==> src/rtl/mmio_console_if.sv <==
// rtl/mmio_console_if.sv - core request/response and host tx stream bundle for mmio_console
interface mmio_console_if #(
    parameter int XLEN = 32
);
    logic            req_valid;
    logic            req_ready;
    logic            req_we;
    logic [XLEN-1:0] req_addr;
    logic [XLEN-1:0] req_wdata;
    logic            resp_valid;
    logic [XLEN-1:0] resp_rdata;
    logic            tx_valid;
    logic [7:0]      tx_data;
    logic            tx_ready;

    modport master (
        output req_valid, req_we, req_addr, req_wdata, tx_ready,
        input  req_ready, resp_valid, resp_rdata, tx_valid, tx_data
    );

    modport slave (
        input  req_valid, req_we, req_addr, req_wdata, tx_ready,
        output req_ready, resp_valid, resp_rdata, tx_valid, tx_data
    );
endinterface

==> src/rtl/mmio_console.sv <==
// rtl/mmio_console.sv - MMIO console FIFO, status and exit registers with paced tx drain
module mmio_console #(
    parameter int              XLEN       = 32,
    parameter logic [XLEN-1:0] BASE_ADDR  = 32'h0000_1000,
    parameter int              FIFO_DEPTH = 8,
    parameter int              DRAIN_GAP  = 2
) (
    input  logic            clk,
    input  logic            reset,
    mmio_console_if.slave   bus,
    output logic            halted,
    output logic [XLEN-1:0] exit_code,
    output logic            addr_err
);
    localparam int AW = $clog2(FIFO_DEPTH);
    localparam int CW = AW + 1;
    localparam int GW = (DRAIN_GAP > 1) ? $clog2(DRAIN_GAP) : 1;
    localparam logic [GW-1:0]   GAP_INIT     = GW'((DRAIN_GAP > 0) ? DRAIN_GAP - 1 : 0);
    localparam logic [XLEN-1:0] ADDR_CONSOLE = BASE_ADDR;
    localparam logic [XLEN-1:0] ADDR_STATUS  = BASE_ADDR + XLEN'(4);
    localparam logic [XLEN-1:0] ADDR_EXIT    = BASE_ADDR + XLEN'(8);

    typedef enum logic [1:0] {S_IDLE, S_SEND, S_GAP} drain_state_e;

    drain_state_e    state_q, state_d;
    logic [GW-1:0]   gap_q, gap_d;
    logic [7:0]      mem [FIFO_DEPTH];
    logic [AW-1:0]   wr_ptr, rd_ptr;
    logic [CW-1:0]   count;
    logic            empty, full;
    logic            sel_console, sel_status, sel_exit, addr_ok;
    logic            ready, accept, push, pop, tx_valid;
    logic            armed;
    logic            resp_valid_q;
    logic [XLEN-1:0] resp_rdata_q, load_data, status_word;

    assign empty = (count == '0);
    assign full  = (count == CW'(FIFO_DEPTH));

    // Exact-match decode also rejects misaligned addresses inside the window.
    assign sel_console = (bus.req_addr == ADDR_CONSOLE);
    assign sel_status  = (bus.req_addr == ADDR_STATUS);
    assign sel_exit    = (bus.req_addr == ADDR_EXIT);
    assign addr_ok     = sel_console | sel_status | sel_exit;

    // Full is taken from the registered count: a pop this cycle does not unblock a push.
    assign ready  = !halted && !(bus.req_we && sel_console && full);
    assign accept = bus.req_valid && ready;
    assign push   = accept && bus.req_we && sel_console;

    assign status_word = XLEN'({count, empty, full});

    always_comb begin
        load_data = '0;
        if (sel_status) begin
            load_data = status_word;
        end else if (sel_exit) begin
            load_data = exit_code;
        end
    end

    always_ff @(posedge clk) begin
        if (push) begin
            mem[wr_ptr] <= bus.req_wdata[7:0];
        end
    end

    always_ff @(posedge clk or negedge reset) begin
        if (!reset) begin
            wr_ptr <= '0;
            rd_ptr <= '0;
            count  <= '0;
        end else begin
            if (push) wr_ptr <= wr_ptr + 1'b1;
            if (pop)  rd_ptr <= rd_ptr + 1'b1;
            case ({push, pop})
                2'b10:   count <= count + 1'b1;
                2'b01:   count <= count - 1'b1;
                default: count <= count;
            endcase
        end
    end

    always_ff @(posedge clk or negedge reset) begin
        if (!reset) begin
            state_q <= S_IDLE;
            gap_q   <= '0;
        end else begin
            state_q <= state_d;
            gap_q   <= gap_d;
        end
    end

    always_comb begin
        state_d  = state_q;
        gap_d    = gap_q;
        tx_valid = 1'b0;
        pop      = 1'b0;
        case (state_q)
            S_IDLE: begin
                if (!empty) state_d = S_SEND;
            end
            S_SEND: begin
                tx_valid = 1'b1;
                if (bus.tx_ready) begin
                    pop = 1'b1;
                    if (DRAIN_GAP > 0) begin
                        state_d = S_GAP;
                        gap_d   = GAP_INIT;
                    end else if (count == CW'(1) && !push) begin
                        state_d = S_IDLE;
                    end
                end
            end
            S_GAP: begin
                if (gap_q == '0) state_d = S_IDLE;
                else             gap_d   = gap_q - 1'b1;
            end
            default: state_d = S_IDLE;
        endcase
    end

    always_ff @(posedge clk or negedge reset) begin
        if (!reset) begin
            resp_valid_q <= 1'b0;
            resp_rdata_q <= '0;
            armed        <= 1'b0;
            exit_code    <= '0;
            halted       <= 1'b0;
            addr_err     <= 1'b0;
        end else begin
            resp_valid_q <= accept && !bus.req_we;
            resp_rdata_q <= (accept && !bus.req_we) ? load_data : '0;
            if (accept && bus.req_we && sel_exit) begin
                armed     <= 1'b1;
                exit_code <= bus.req_wdata;
            end
            // Halt only once every buffered character has left the drain FSM.
            if (armed && empty && state_q == S_IDLE) halted <= 1'b1;
            if (accept && !addr_ok) addr_err <= 1'b1;
        end
    end

    assign bus.req_ready  = ready;
    assign bus.resp_valid = resp_valid_q;
    assign bus.resp_rdata = resp_rdata_q;
    assign bus.tx_valid   = tx_valid;
    assign bus.tx_data    = tx_valid ? mem[rd_ptr] : 8'h00;
endmodule

==> src/flat_wrapper.sv <==
// flat-port wrapper written by rule: the top's interface ports become plain ports
module mmio_console_flat 
#(
    parameter int              XLEN       = 32,
    parameter logic [XLEN-1:0] BASE_ADDR  = 32'h0000_1000,
    parameter int              FIFO_DEPTH = 8,
    parameter int              DRAIN_GAP  = 2
)
  (clk, reset, halted, exit_code, addr_err, bus_req_valid, bus_req_we, bus_req_addr, bus_req_wdata, bus_tx_ready, bus_req_ready, bus_resp_valid, bus_resp_rdata, bus_tx_valid, bus_tx_data);
  mmio_console_if #(.XLEN(XLEN)) bus_i ();
  input  logic clk;
  input  logic reset;
  output logic halted;
  output logic [XLEN-1:0] exit_code;
  output logic addr_err;
  input wire logic [$bits(bus_i.req_valid)-1:0] bus_req_valid;
  input wire logic [$bits(bus_i.req_we)-1:0] bus_req_we;
  input wire logic [$bits(bus_i.req_addr)-1:0] bus_req_addr;
  input wire logic [$bits(bus_i.req_wdata)-1:0] bus_req_wdata;
  input wire logic [$bits(bus_i.tx_ready)-1:0] bus_tx_ready;
  output wire logic [$bits(bus_i.req_ready)-1:0] bus_req_ready;
  output wire logic [$bits(bus_i.resp_valid)-1:0] bus_resp_valid;
  output wire logic [$bits(bus_i.resp_rdata)-1:0] bus_resp_rdata;
  output wire logic [$bits(bus_i.tx_valid)-1:0] bus_tx_valid;
  output wire logic [$bits(bus_i.tx_data)-1:0] bus_tx_data;
  assign bus_i.req_valid = bus_req_valid;
  assign bus_i.req_we = bus_req_we;
  assign bus_i.req_addr = bus_req_addr;
  assign bus_i.req_wdata = bus_req_wdata;
  assign bus_i.tx_ready = bus_tx_ready;
  assign bus_req_ready = bus_i.req_ready;
  assign bus_resp_valid = bus_i.resp_valid;
  assign bus_resp_rdata = bus_i.resp_rdata;
  assign bus_tx_valid = bus_i.tx_valid;
  assign bus_tx_data = bus_i.tx_data;
  mmio_console #(.XLEN(XLEN), .BASE_ADDR(BASE_ADDR), .FIFO_DEPTH(FIFO_DEPTH), .DRAIN_GAP(DRAIN_GAP)) u_core (.clk(clk), .reset(reset), .bus(bus_i), .halted(halted), .exit_code(exit_code), .addr_err(addr_err));
endmodule
==> config.mk <==
export PLATFORM = sky130hd
export DESIGN_NAME = mmio_console_flat
export DESIGN_NICKNAME = d
export VERILOG_FILES = /design/src/rtl/mmio_console_if.sv /design/src/rtl/mmio_console.sv /design/src/flat_wrapper.sv
export SDC_FILE = /design/constraint.sdc
export NUM_CORES = 1
export LEC_CHECK = 0
export ABC_AREA = 1
export BUFFER_PORTS_ARGS = -buffer_cell sky130_fd_sc_hd__buf_2
export CORE_UTILIZATION = 40
export CTS_CLUSTER_DIAMETER = 150
export DETAILED_ROUTE_END_ITERATION = 8
export GPL_TIMING_DRIVEN = 0
export PLACE_DENSITY_LB_ADDON = 0.05
export SYNTH_ARGS = -nofsm -noshare
export SYNTH_HDL_FRONTEND = slang
export SYNTH_SLANG_ARGS = --single-unit
==> constraint.sdc <==
create_clock -name clk -period 2.9 [get_ports clk]
set_input_delay 0.145 -clock clk [delete_from_list [all_inputs] [get_ports clk]]
set_output_delay 0.145 -clock clk [all_outputs]
set_load 0.01 [all_outputs]
==> results.py <==
metrics = {
    "worst_setup_path": {
        "cp_cell_sequence": "inv_1, clkbuf_1, o21ai_0, o22ai_1, o21ai_0, a31oi_1, buf_2",
        "r2r-start": "u_core.count[1]",
        "cp-start-kind": "flop",
        "path_max_fanout": 10,
        "worstSetupPathDepth": 7,
        "cp_slowest_stage_delay_ps": 490,
        "path_class": "flop to primary output",
        "cp_top_family": "buffers and inverters",
        "cp_num_buf_inv": 3,
        "path_common_cell": "o21ai_0",
        "cp-end-kind": "primary output",
        "reg2reg_to": "u_core.count[3]",
        "cp.arrival_ps": 2350,
        "crit_end": "bus_tx_data[6]",
        "critical_path.startpoint": "u_core.rd_ptr[1]",
        "crit_required_ps": 2760,
        "critPathSlowestCell": "dfrtp_1",
        "r2r_slack_ps": 450,
        "r2r_cells": 16,
    },
    "yosys": {
        "syn_area_per_cell_um2": 10.1,
        "synth_top_area_frac": 0.334,
        "synth_seq_cells": 145,
        "ys_types": 33,
        "synth_area_leaders": "dfrtp_1 33%, edfxtp_1 32%, nand2_1 8.2%, nor2_1 6.4%, o21ai_0 4.1%",
        "syn_inst": 598,
        "ys.warnings.count": 0,
        "syn_area_mm2": 0.00607,
        "yosys.area.top_type": "dfrtp_1",
        "synth_edf_count": 64,
        "synth_nets": 672,
        "yosysSeqAreaShare": 0.651,
        "synth_top_flop_cell": "dfrtp_1",
        "synth-async-reset-ratio": 0.559,
    },
    "clocking": {
        "cts_tree": "done",
        "htreeDepth": 4,
        "clock_tree.root_cell": "clkbuf_16",
        "clk_latency_ps": 420,
        "cts_num_sinks": 145,
        "cts.clk_slew.worst_paths_ps": 60,
        "cts_resized": 0,
        "cts_buffers": 17,
        "ctsLongestPathBuffers": 2,
    },
    "layout": {
        "fin_nets": 863,
        "area_growth_pct": 30.0,
        "seq_area_mm2": 0.00395,
        "diodes": 0,
        "layout_commonest_cell": "buf_2",
        "final_cell_mix": "152 x buf_2, 132 x nand2_1, 103 x nor2_1",
        "fin_util": 0.539,
        "num-fill-cells": 1349,
        "drive_gt1_frac": 0.262,
        "multi_input_area_mm2": 0.00180,
    },
    "die": {
        "num_io_pins": 146,
        "die_y_um": 125,
        "num_rows": 44,
        "coreArea_mm2": 0.0146,
        "start_util": 0.414,
        "dieArea_mm2": 0.0157,
        "die_w_um": 125,
    },
    "timing": {
        "slew_headroom": 0.410,
        "worstMarginPinSlew_ps": 881,
        "rsz0062_at_grt": "no",
        "setup-violations-final": 0,
        "finalCritPeriodShare": 0.860,
        "hold_viol_final": 0,
        "layout_min_cycle_time_ps": 2490,
        "tns_ps": 0,
        "max_freq_ghz": 0.401,
        "fin_skew_ps": 6.68,
        "finalMaxSlewViolations": 0,
    },
    "min_path": {
        "holdCritPathClass": "input pin to flop",
    },
    "power_and_ir_drop": {
        "ir_drop_mv": 0.335,
        "power.leakage_nw": 3.86,
        "p_per_area_mw_per_mm2": 731,
    },
    "grt": {
        "grt_first_pass_wirelength_um": 25300,
        "grt_max_degree": 60,
        "grt_use_total": 0.214,
        "grt_pass1_vias": 4865,
        "antenna_found_initial": 1,
        "grt_overflow": 0,
    },
    "run": {
        "drv_cap": 0,
    },
    "detailed_routing": {
        "wl_per_cell_um": 15.8,
        "firstDrtPassIters": 6,
        "routed_wl_um": 15500,
        "drc": 8,
        "drtIter0Drc": 257,
        "vias": 4794,
        "viasPerCell": 4.87,
        "ant_nets": 0,
    },
    "outcome": {
        "status": "finished, violations left",
        "violations": "DRC",
    },
    "place": {
        "hpwl_um": 10500,
        "place_congestion": 0.724,
        "portBuffers": 145,
    },
}
==> per-stage QoR <==
step                std cells  cell area [µm²]  setup slack (ps)  power (mW)  hold slack [ps]
floorplan                 598             6070               761        3.12             -151
global placement          927             7020               541        3.58              347
detailed placement        928             7050               454        3.62             89.1
CTS                       985             7890               351        5.82             23.7
global route              985             7890               181        6.07             47.8
finish                    985             7890               406        5.76             31.1
==> state kept, by name, summed over array words and instances (netlist names) <==
name and cells:
u_core.count 4, u_core.exit_code 32, u_core.bus.resp_rdata 32, u_core.halted 1
u_core.bus.resp_valid 1, u_core.gap_q 1, u_core.mem 64, u_core.rd_ptr 3
u_core.state_q 2, u_core.addr_err 1, u_core.armed 1, u_core.wr_ptr 3
==> kinds of logic after synthesis <==
logic type / synth area share
xor+xnor: 0.00866
mux: 0.00186
simple gates: 0.182
buf+inv: 0.0518
fa+ha+maj: 0.0103
flops: 0.651
compound gates: 0.0943
==> metal layers <==
layer | global-route usage | vias up | routed length, µm
met5 | 0 | - | 13
met4 | 0.0839 | 2 | 348
met3 | 0.0650 | 30 | 886
met2 | 0.365 | 137 | 7670
met1 | 0.253 | 2274 | 6610
li1 | - | 2351 | -
==> cell usage after synthesis, types with 2 or more instances <==
master and n:
a21oi_1 4, a31oi_1 8, buf_2 8, buf_6 4
clkbuf_1 13, dfrtp_1 81, edfxtp_1 64, ha_1 5
inv_1 36, inv_2 6, nand2_1 132, nand2_4 2
nand3_1 11, nand4_1 2, nor2_1 103, nor2_2 5
nor2_4 2, o21ai_0 50, o21ai_1 36, o22ai_1 9
xor2_1 5
==> worst register-to-register path, cell delays in order, from the launching register on <==
cell and delay [ps]:
dfrtp_1 440, nor2_2 150, nand3_1 120, nor2_1 190, nand3_2 130, nand3_1 130
nor2_2 70, nand2_1 80, ha_1 250, nand2_1 80, inv_1 80, nor2_1 60
nand3_1 80, nand2_1 70, a21oi_1 120, o21ai_0 130, xor2_1 160
==> worst min path at each step <==
| stage | start | endpoint | slack [ps] | cells after the start |
|---|---|---|---|---|
| final | bus_req_wdata[4] | u_core.mem[6][4] | 30 | 1 |
| after global routing | bus_req_wdata[4] | u_core.mem[6][4] | 50 | 1 |
| after CTS | bus_req_wdata[4] | u_core.mem[6][4] | 20 | 1 |
| after detailed placement | reset | u_core.rd_ptr[2] | 90 | 1 |
| after global placement | bus_req_wdata[18] | u_core.exit_code[18] | 350 | 3 |
| after floorplan | reset | u_core.addr_err | -150 | 0 |
==> power by group <==
part / total [mW] / leakage, nW / switching (mW) / internal, mW
sequential: 2.32 / 1.67 / 0.0954 / 2.23
combinational: 1.28 / 1.90 / 0.834 / 0.447
clock: 2.16 / 0.288 / 0.824 / 1.34
total: 5.76 / 3.86 / 1.75 / 4.01
==> repair_timing <==
item	4_1_cts	5_1_grt
hold buffers	26	0
setup buffers	0	0
setup endpoints to repair	0	0
hold endpoints to repair	47	0
==> area by class of cell <==
class | instances | area share
well taps | 184 | 0.0292
plain buffers | 27 | 0.0198
repair buffers | 172 | 0.129
clock inverters | 12 | 0.0179
flip-flops and latches | 145 | 0.501
multi-input cells | 384 | 0.229
clock buffers | 19 | 0.0549
inverters | 42 | 0.0200
Note: power is estimated with default switching activity, not from simulation.
